[src/rtl/hazard_ctrl.sv]
// Pipeline hazard controller: load-use stalls, branch flushes and multi-cycle multiply freezes.
// Optional stalled-cycle counter is built only when HAZARD_CTRL_PERF_EN is defined.
module hazard_ctrl #(
  parameter int MUL_LAT = 4
) (
  input  logic        clk_i,
  input  logic        rst_i,
  input  logic        start_i,
  input  logic [4:0]  rsaddr_i,
  input  logic [4:0]  rtaddr_i,
  input  logic        ex_memread_i,
  input  logic [4:0]  ex_rtaddr_i,
  input  logic        branch_taken_i,
  input  logic        mul_issue_i,
  output logic        pc_write_o,
  output logic        ifid_write_o,
  output logic        ifid_flush_o,
  output logic        bubble_o,
  output logic        mul_busy_o,
  output logic [31:0] stall_cnt_o
);

  typedef enum logic [1:0] {
    IDLE     = 2'd0,
    RUN      = 2'd1,
    MUL_WAIT = 2'd2
  } state_t;

  localparam logic [3:0] MCNT_LOAD = 4'(MUL_LAT - 1);

  state_t     state_r;
  logic [3:0] mcnt_r;
  logic       mul_busy_r;
  logic       lu_s;
  logic       pc_write_s;
  logic       ifid_write_s;
  logic       ifid_flush_s;
  logic       bubble_s;

  // r0 is hardwired zero, so a load targeting it never creates a dependency
  function automatic logic load_use(input logic       memread,
                                    input logic [4:0] ex_rt,
                                    input logic [4:0] rs,
                                    input logic [4:0] rt);
    return memread & (ex_rt != 5'd0) & ((ex_rt == rs) | (ex_rt == rt));
  endfunction

  assign lu_s = (state_r == RUN) && load_use(ex_memread_i, ex_rtaddr_i, rsaddr_i, rtaddr_i);

  // Front-end control decode: the load-use stall must act in the same cycle
  always_comb begin
    pc_write_s   = 1'b0;
    ifid_write_s = 1'b0;
    ifid_flush_s = 1'b0;
    bubble_s     = 1'b1;
    case (state_r)
      IDLE: begin
        pc_write_s   = 1'b0;
        ifid_write_s = 1'b0;
        bubble_s     = 1'b1;
      end
      RUN: begin
        if (lu_s) begin
          pc_write_s   = 1'b0;
          ifid_write_s = 1'b0;
          bubble_s     = 1'b1;
        end else begin
          pc_write_s   = 1'b1;
          ifid_write_s = 1'b1;
          bubble_s     = 1'b0;
          // a multiply in the same cycle outranks the branch
          ifid_flush_s = branch_taken_i & ~mul_issue_i;
        end
      end
      MUL_WAIT: begin
        pc_write_s   = 1'b0;
        ifid_write_s = 1'b0;
        bubble_s     = 1'b1;
      end
      default: begin
        pc_write_s   = 1'b0;
        ifid_write_s = 1'b0;
        bubble_s     = 1'b1;
      end
    endcase
  end

  // State sequencing, multiply countdown and registered busy flag
  always_ff @(posedge clk_i or negedge rst_i) begin
    if (!rst_i) begin
      state_r    <= IDLE;
      mcnt_r     <= 4'd0;
      mul_busy_r <= 1'b0;
    end else begin
      case (state_r)
        IDLE: begin
          if (start_i) begin
            state_r <= RUN;
          end else begin
            state_r <= IDLE;
          end
          mcnt_r     <= 4'd0;
          mul_busy_r <= 1'b0;
        end
        RUN: begin
          if (!lu_s && mul_issue_i) begin
            state_r    <= MUL_WAIT;
            mcnt_r     <= MCNT_LOAD;
            mul_busy_r <= 1'b1;
          end else begin
            state_r    <= RUN;
            mcnt_r     <= 4'd0;
            mul_busy_r <= 1'b0;
          end
        end
        MUL_WAIT: begin
          // <= also recovers from a corrupted zero count
          if (mcnt_r <= 4'd1) begin
            state_r    <= RUN;
            mcnt_r     <= 4'd0;
            mul_busy_r <= 1'b0;
          end else begin
            state_r    <= MUL_WAIT;
            mcnt_r     <= mcnt_r - 4'd1;
            mul_busy_r <= 1'b1;
          end
        end
        default: begin
          state_r    <= IDLE;
          mcnt_r     <= 4'd0;
          mul_busy_r <= 1'b0;
        end
      endcase
    end
  end

`ifdef HAZARD_CTRL_PERF_EN
  logic [31:0] stall_cnt_r;

  // Saturating count of frozen front-end cycles while the pipeline is active
  always_ff @(posedge clk_i or negedge rst_i) begin
    if (!rst_i) begin
      stall_cnt_r <= 32'd0;
    end else if ((state_r == RUN || state_r == MUL_WAIT) && !pc_write_s &&
                 (stall_cnt_r != 32'hFFFF_FFFF)) begin
      stall_cnt_r <= stall_cnt_r + 32'd1;
    end else begin
      stall_cnt_r <= stall_cnt_r;
    end
  end

  assign stall_cnt_o = stall_cnt_r;
`else
  assign stall_cnt_o = 32'd0;
`endif

  assign pc_write_o   = pc_write_s;
  assign ifid_write_o = ifid_write_s;
  assign ifid_flush_o = ifid_flush_s;
  assign bubble_o     = bubble_s;
  assign mul_busy_o   = mul_busy_r;

endmodule

[config.mk]
export PLATFORM = sky130hd
export DESIGN_NAME = hazard_ctrl
export DESIGN_NICKNAME = d
export VERILOG_FILES = /design/src/rtl/hazard_ctrl.sv
export SDC_FILE = /design/constraint.sdc
export NUM_CORES = 1
export LEC_CHECK = 0
export ABC_CLOCK_PERIOD_IN_PS = 2200
export BUFFER_PORTS_ARGS = -buffer_cell sky130_fd_sc_hd__buf_2
export CAP_MARGIN = 0
export CELL_PAD_IN_SITES_DETAIL_PLACEMENT = 1
export CELL_PAD_IN_SITES_GLOBAL_PLACEMENT = 2
export CORE_MARGIN = 4
export CORE_UTILIZATION = 21
export CTS_CLUSTER_DIAMETER = 150
export CTS_CLUSTER_SIZE = 28
export DETAILED_ROUTE_END_ITERATION = 10
export PLACE_DENSITY_LB_ADDON = 0.15
export SLEW_MARGIN = 10
export SYNTH_ARGS = -nofsm -noshare
export SYNTH_HDL_FRONTEND = slang
export SYNTH_SLANG_ARGS = --single-unit
[constraint.sdc]
create_clock -name clk_i -period 2.2 [get_ports clk_i]
set_input_delay 0.22 -clock clk_i [delete_from_list [all_inputs] [get_ports clk_i]]
set_output_delay 0.22 -clock clk_i [all_outputs]
set_load 0.05 [all_outputs]
; Word level (Yosys, flattened, before mapping)
; Cells that the tools add are included.
[word_totals]
ff_bits = 7
out_inout_bits = 37
inputBits = 21
word_cells = 35
[classes]
n_addsub = 1
magnitude_cmp = 1
n_bitwise = 5
n_mux = 16
n_reduce_logical = 5
n_eq_ne = 4
[ops]
columns = op, count
row1 = $eq 5x5->1, 2
row2 = $mux 1, 9
row3 = $pmux 4 s2, 1
row4 = $mux 2, 3
row5 = $pmux 2 s3, 1
row6 = $reduce_bool 5->1, 1
row7 = $le 4x1->1 const B, 1
row8 = $mux 4, 1
row9 = $sub 4x1->4 const B, 1
row10 = $and 1x1->1, 3
row11 = $eq 2x1->1 const B, 1
row12 = $eq 2x2->1 const B, 1
row13 = $logic_and 1x1->1, 2
row14 = $logic_not 2->1, 1
row15 = $pmux 1 s2, 1
row16 = $logic_not 1->1, 1
row17 = $not 1->1, 1
row18 = $or 1x1->1, 1

; Longest topological paths before layout
[depth]
word_depth = 8
depth_mapped = 6

; Worst setup path before layout
; No wires, ideal clock.
[synth_path]
path_type = input to output
from = input ex_rtaddr_i[1]
to = output pc_write_o
cell_stages = 5
setup_slack_ps = -600
arrival_time_ps = 2580
t_required_ps = 1980
cell_sequence = or4_4 o21ai_4 inv_2 a21boi_0 buf_4
[synth_between]
elab_chain_len = 6
word_cells_on_any_way = 9
[synth_rtl]
columns = element, line_no
row1 = from (decl), 12  ; input logic [4:0] ex_rtaddr_i,
row2 = $eq 5x5->1 or $reduce_bool 5->1 (tied branches), 45  ; return memread & (ex_rt != 5'd0) & ((ex_rt == rs) | (ex_rt == rt));
row3 = $or 1x1->1 or $and 1x1->1 (tied branches), 45
row4 = $and 1x1->1 (*), 45
row5 = $logic_and 1x1->1 (*), 48  ; assign lu_s = (state_r == RUN) && load_use(ex_memread_i, ex_rtaddr_i, rsaddr_i, rtaddr_i);
row6 = $mux 1 (*) (2 in series), -
row7 = to (decl), 15  ; output logic pc_write_o,
; Every way passes the cells marked *; elsewhere a longest branch is shown, timed or not.

; Worst setup path after layout
[layout_path]
from = input ex_rtaddr_i[1]
to = output ifid_flush_o
[layout_between]
elab_chain_len = 6
word_cells_on_any_way = 9
[layout_rtl]
columns = element, line_no
row1 = $eq 5x5->1 or $reduce_bool 5->1 (tied branches), 45
row2 = $or 1x1->1 or $and 1x1->1 (tied branches), 45
row3 = $and 1x1->1 (*), 45
row4 = $logic_and 1x1->1 (*), 48
row5 = $mux 1 (*), 63  ; if (lu_s) begin
row6 = $mux 1 (*), 56  ; case (state_r)
row7 = to (decl), 17  ; output logic ifid_flush_o,
; Marks and branches as above.

==> flow_summary.json <==
{
  "status": "finished, final reports clean",
  "synthArstFlopShare_pct": 100,
  "clock_latency_ns": 0.22,
  "p_leak_nw": 0.500,
  "io_buffers": 25,
  "num_rows": 22,
  "cp-start-kind": "input port",
  "h-tree-depth": 1,
  "clock_path_buffers": 2,
  "ys_seq_area_share_pct": 20.5,
  "io_pins": 58,
  "grt_start_max_net_pins": 8,
  "diodes": 0,
  "track_usage_pct": 7.58,
  "place_congestion": 0.689,
  "power_per_cell_area_nw_per_um2": 1070,
  "crit_required_ns": 1.98,
  "syn2layout_area_growth_pct": 15.0,
  "post-dp-hpwl_um": 1710,
  "worstSetupPathType": "in -> out",
  "skew_ns": 0.000209,
  "whs_ns": 0.357,
  "die_h_um": 71.7,
  "yosys.area.top_type": "buf_4",
  "die_area_sq_um": 5150,
  "min_period_ns": 1.90,
  "die_w_um": 71.7,
  "via_count": 646,
  "cts_tree": "yes",
  "first_pass_iters": 2,
  "post-cts-setup-buffers": 0,
  "ys_types": 26,
  "max_freq_mhz": 527,
  "r2r_slack_ns": 0.53,
  "synth_edf_count": 0,
  "start_util_pct": 22.5,
  "cts_root_buf": "clkbuf_8",
  "syn-instance-count": 98,
  "grt_pass1_wl_um": 3150,
  "wirelength_um": 1950,
  "syn_avg_cell_area_sq_um": 8.71,
  "fin_nets": 156,
  "drive_gt1_share_pct": 28.9,
  "hp-class": "in -> async",
  "drcViolationCount": 0,
  "ys_ff_latch": 7,
  "yosysTopAreaCellShare_pct": 29.0,
  "cp.arrival_ns": 1.68,
  "maxCapViolCount": 0,
  "layout_setup_ws_ns": 0.302,
  "vias_per_cell": 3.67,
  "antenna_left": 0,
  "synth_area_leaders": "buf_4 29%, dfrtp_1 21%, xnor2_1 12%",
  "synth_ff_type": "dfrtp_1",
  "finalCritPeriodShare_pct": 86.3,
  "finalHoldViolCount": 0,
  "pre_cts_ws_ns": 0.298,
  "ys_warn_count": 0,
  "crit_path_max_fanout": 5,
  "setup_viol": 0,
  "drv_slew": 0,
  "rsz0062_at_grt": "false",
  "wire_per_inst_um": 11.1,
  "crit_path_end_kind": "output port",
  "ir_drop_mv": 0.170,
  "drtIter0Drc": 33,
  "grt_pass1_vias": 694,
  "syn_area_sq_um": 853,
  "overflow": 0,
  "antenna_found_initial": 0,
  "cts.reportedPaths.clkPinSlew_ns": 0.04,
  "final_common_cell": "conb_1",
  "final_cell_mix": "32 x conb_1, 25 x buf_2, 12 x xnor2_1, 7 x dfrtp_1",
  "finalSetupTns_ns": 0,
  "numCtsBuffers": 3,
  "cts.sinks": 7,
  "core_area_sq_um": 3800
}
[per-stage QoR]
stage / std cells / utilization, % / total power [mW] / area (sq um)
5_1_grt: 176 / 25.8 / 1.13 / 981
4_1_cts: 176 / 25.8 / 1.07 / 981
6_report: 176 / 25.8 / 1.05 / 981
2_1_floorplan: 129 / - / 0.791 / 973
3_3_place_gp: 171 / 24.4 / 0.881 / 926
3_5_place_dp: 171 / 24.4 / 0.884 / 926
[power breakdown]
group / total (mW) / leakage, nW / switching, mW / internal, mW
logic: 0.670 / 0.383 / 0.460 / 0.210
registers: 0.204 / 0.0938 / 0.0309 / 0.173
clock network: 0.180 / 0.0228 / 0.0551 / 0.125
total: 1.05 / 0.500 / 0.546 / 0.508
[synth_stat cells (2+ instances only)]
library cell	number
o21ai_0	2
a2bb2oi_1	2
o211ai_1	2
nand3_1	4
nand2b_1	2
nand2_1	4
dfrtp_1	7
buf_4	33
o311ai_0	2
nor2_1	3
inv_1	6
ha_1	6
xnor2_1	12
[critical path, stage by stage]
cell and delay [ns]:
buf_2 0.12, or4_4 0.54, o21ai_4 0.20, inv_2 0.09, a211oi_2 0.21, buf_2 0.29
[final cells by class]
| type | count | area, sq um |
|---|---|---|
| Clock buffer | 4 | 45.0 |
| Tap cell | 48 | 60.1 |
| Multi-Input combinational cell | 82 | 524 |
| Fill cell | 470 | 2820 |
| Timing Repair Buffer | 28 | 150 |
| Inverter | 7 | 26.3 |
| Sequential cell | 7 | 175 |
[layer usage]
layer | track usage, % | share of wire (%) | vias to the layer above
li1 | - | - | 321
met1 | 9.09 | 40 | 294
met2 | 13.4 | 53 | 31
met3 | 1.12 | 6.9 | 0
met4 | 3.13 | 0 | 0
met5 | 0 | 0 | -
[state kept, by name, indices dropped and copies added, names as in the netlist]
| name | count |
|---|---|
| mul_busy_o | 1 |
| state_r | 2 |
| mcnt_r | 4 |
[worst paths after layout]
check                      depth (start not counted)      endpoint            from
setup / recovery                                   6  ifid_flush_o  ex_rtaddr_i[1]
hold / removal                                     2    state_r[0]           rst_i
setup reg to reg                                   6    state_r[0]       mcnt_r[0]
hold reg to reg                                    2     mcnt_r[3]       mcnt_r[3]
max in group asynchronous                          2    mul_busy_o           rst_i
min in group clk_i                                 3    state_r[1]     mul_issue_i
[logic make-up after synthesis]
kind of cell / Yosys count / synth area share, %
adders and majority gates: 6 / 8.80
DFF: 7 / 20.5
xor gates and xnor gates: 12 / 12.3
AOI/OAI and AO/OA: 15 / 15.1
buffers and inverters: 40 / 32.1
other: 1 / 0.439
and+or+nand+nor: 17 / 10.7
[what timing repair did]
item	in CTS	in global routing
endpoints found under the hold margin	7	0
gates resized for setup	0	0
hold buffers	1	0
(Power assumes the default switching activity.)
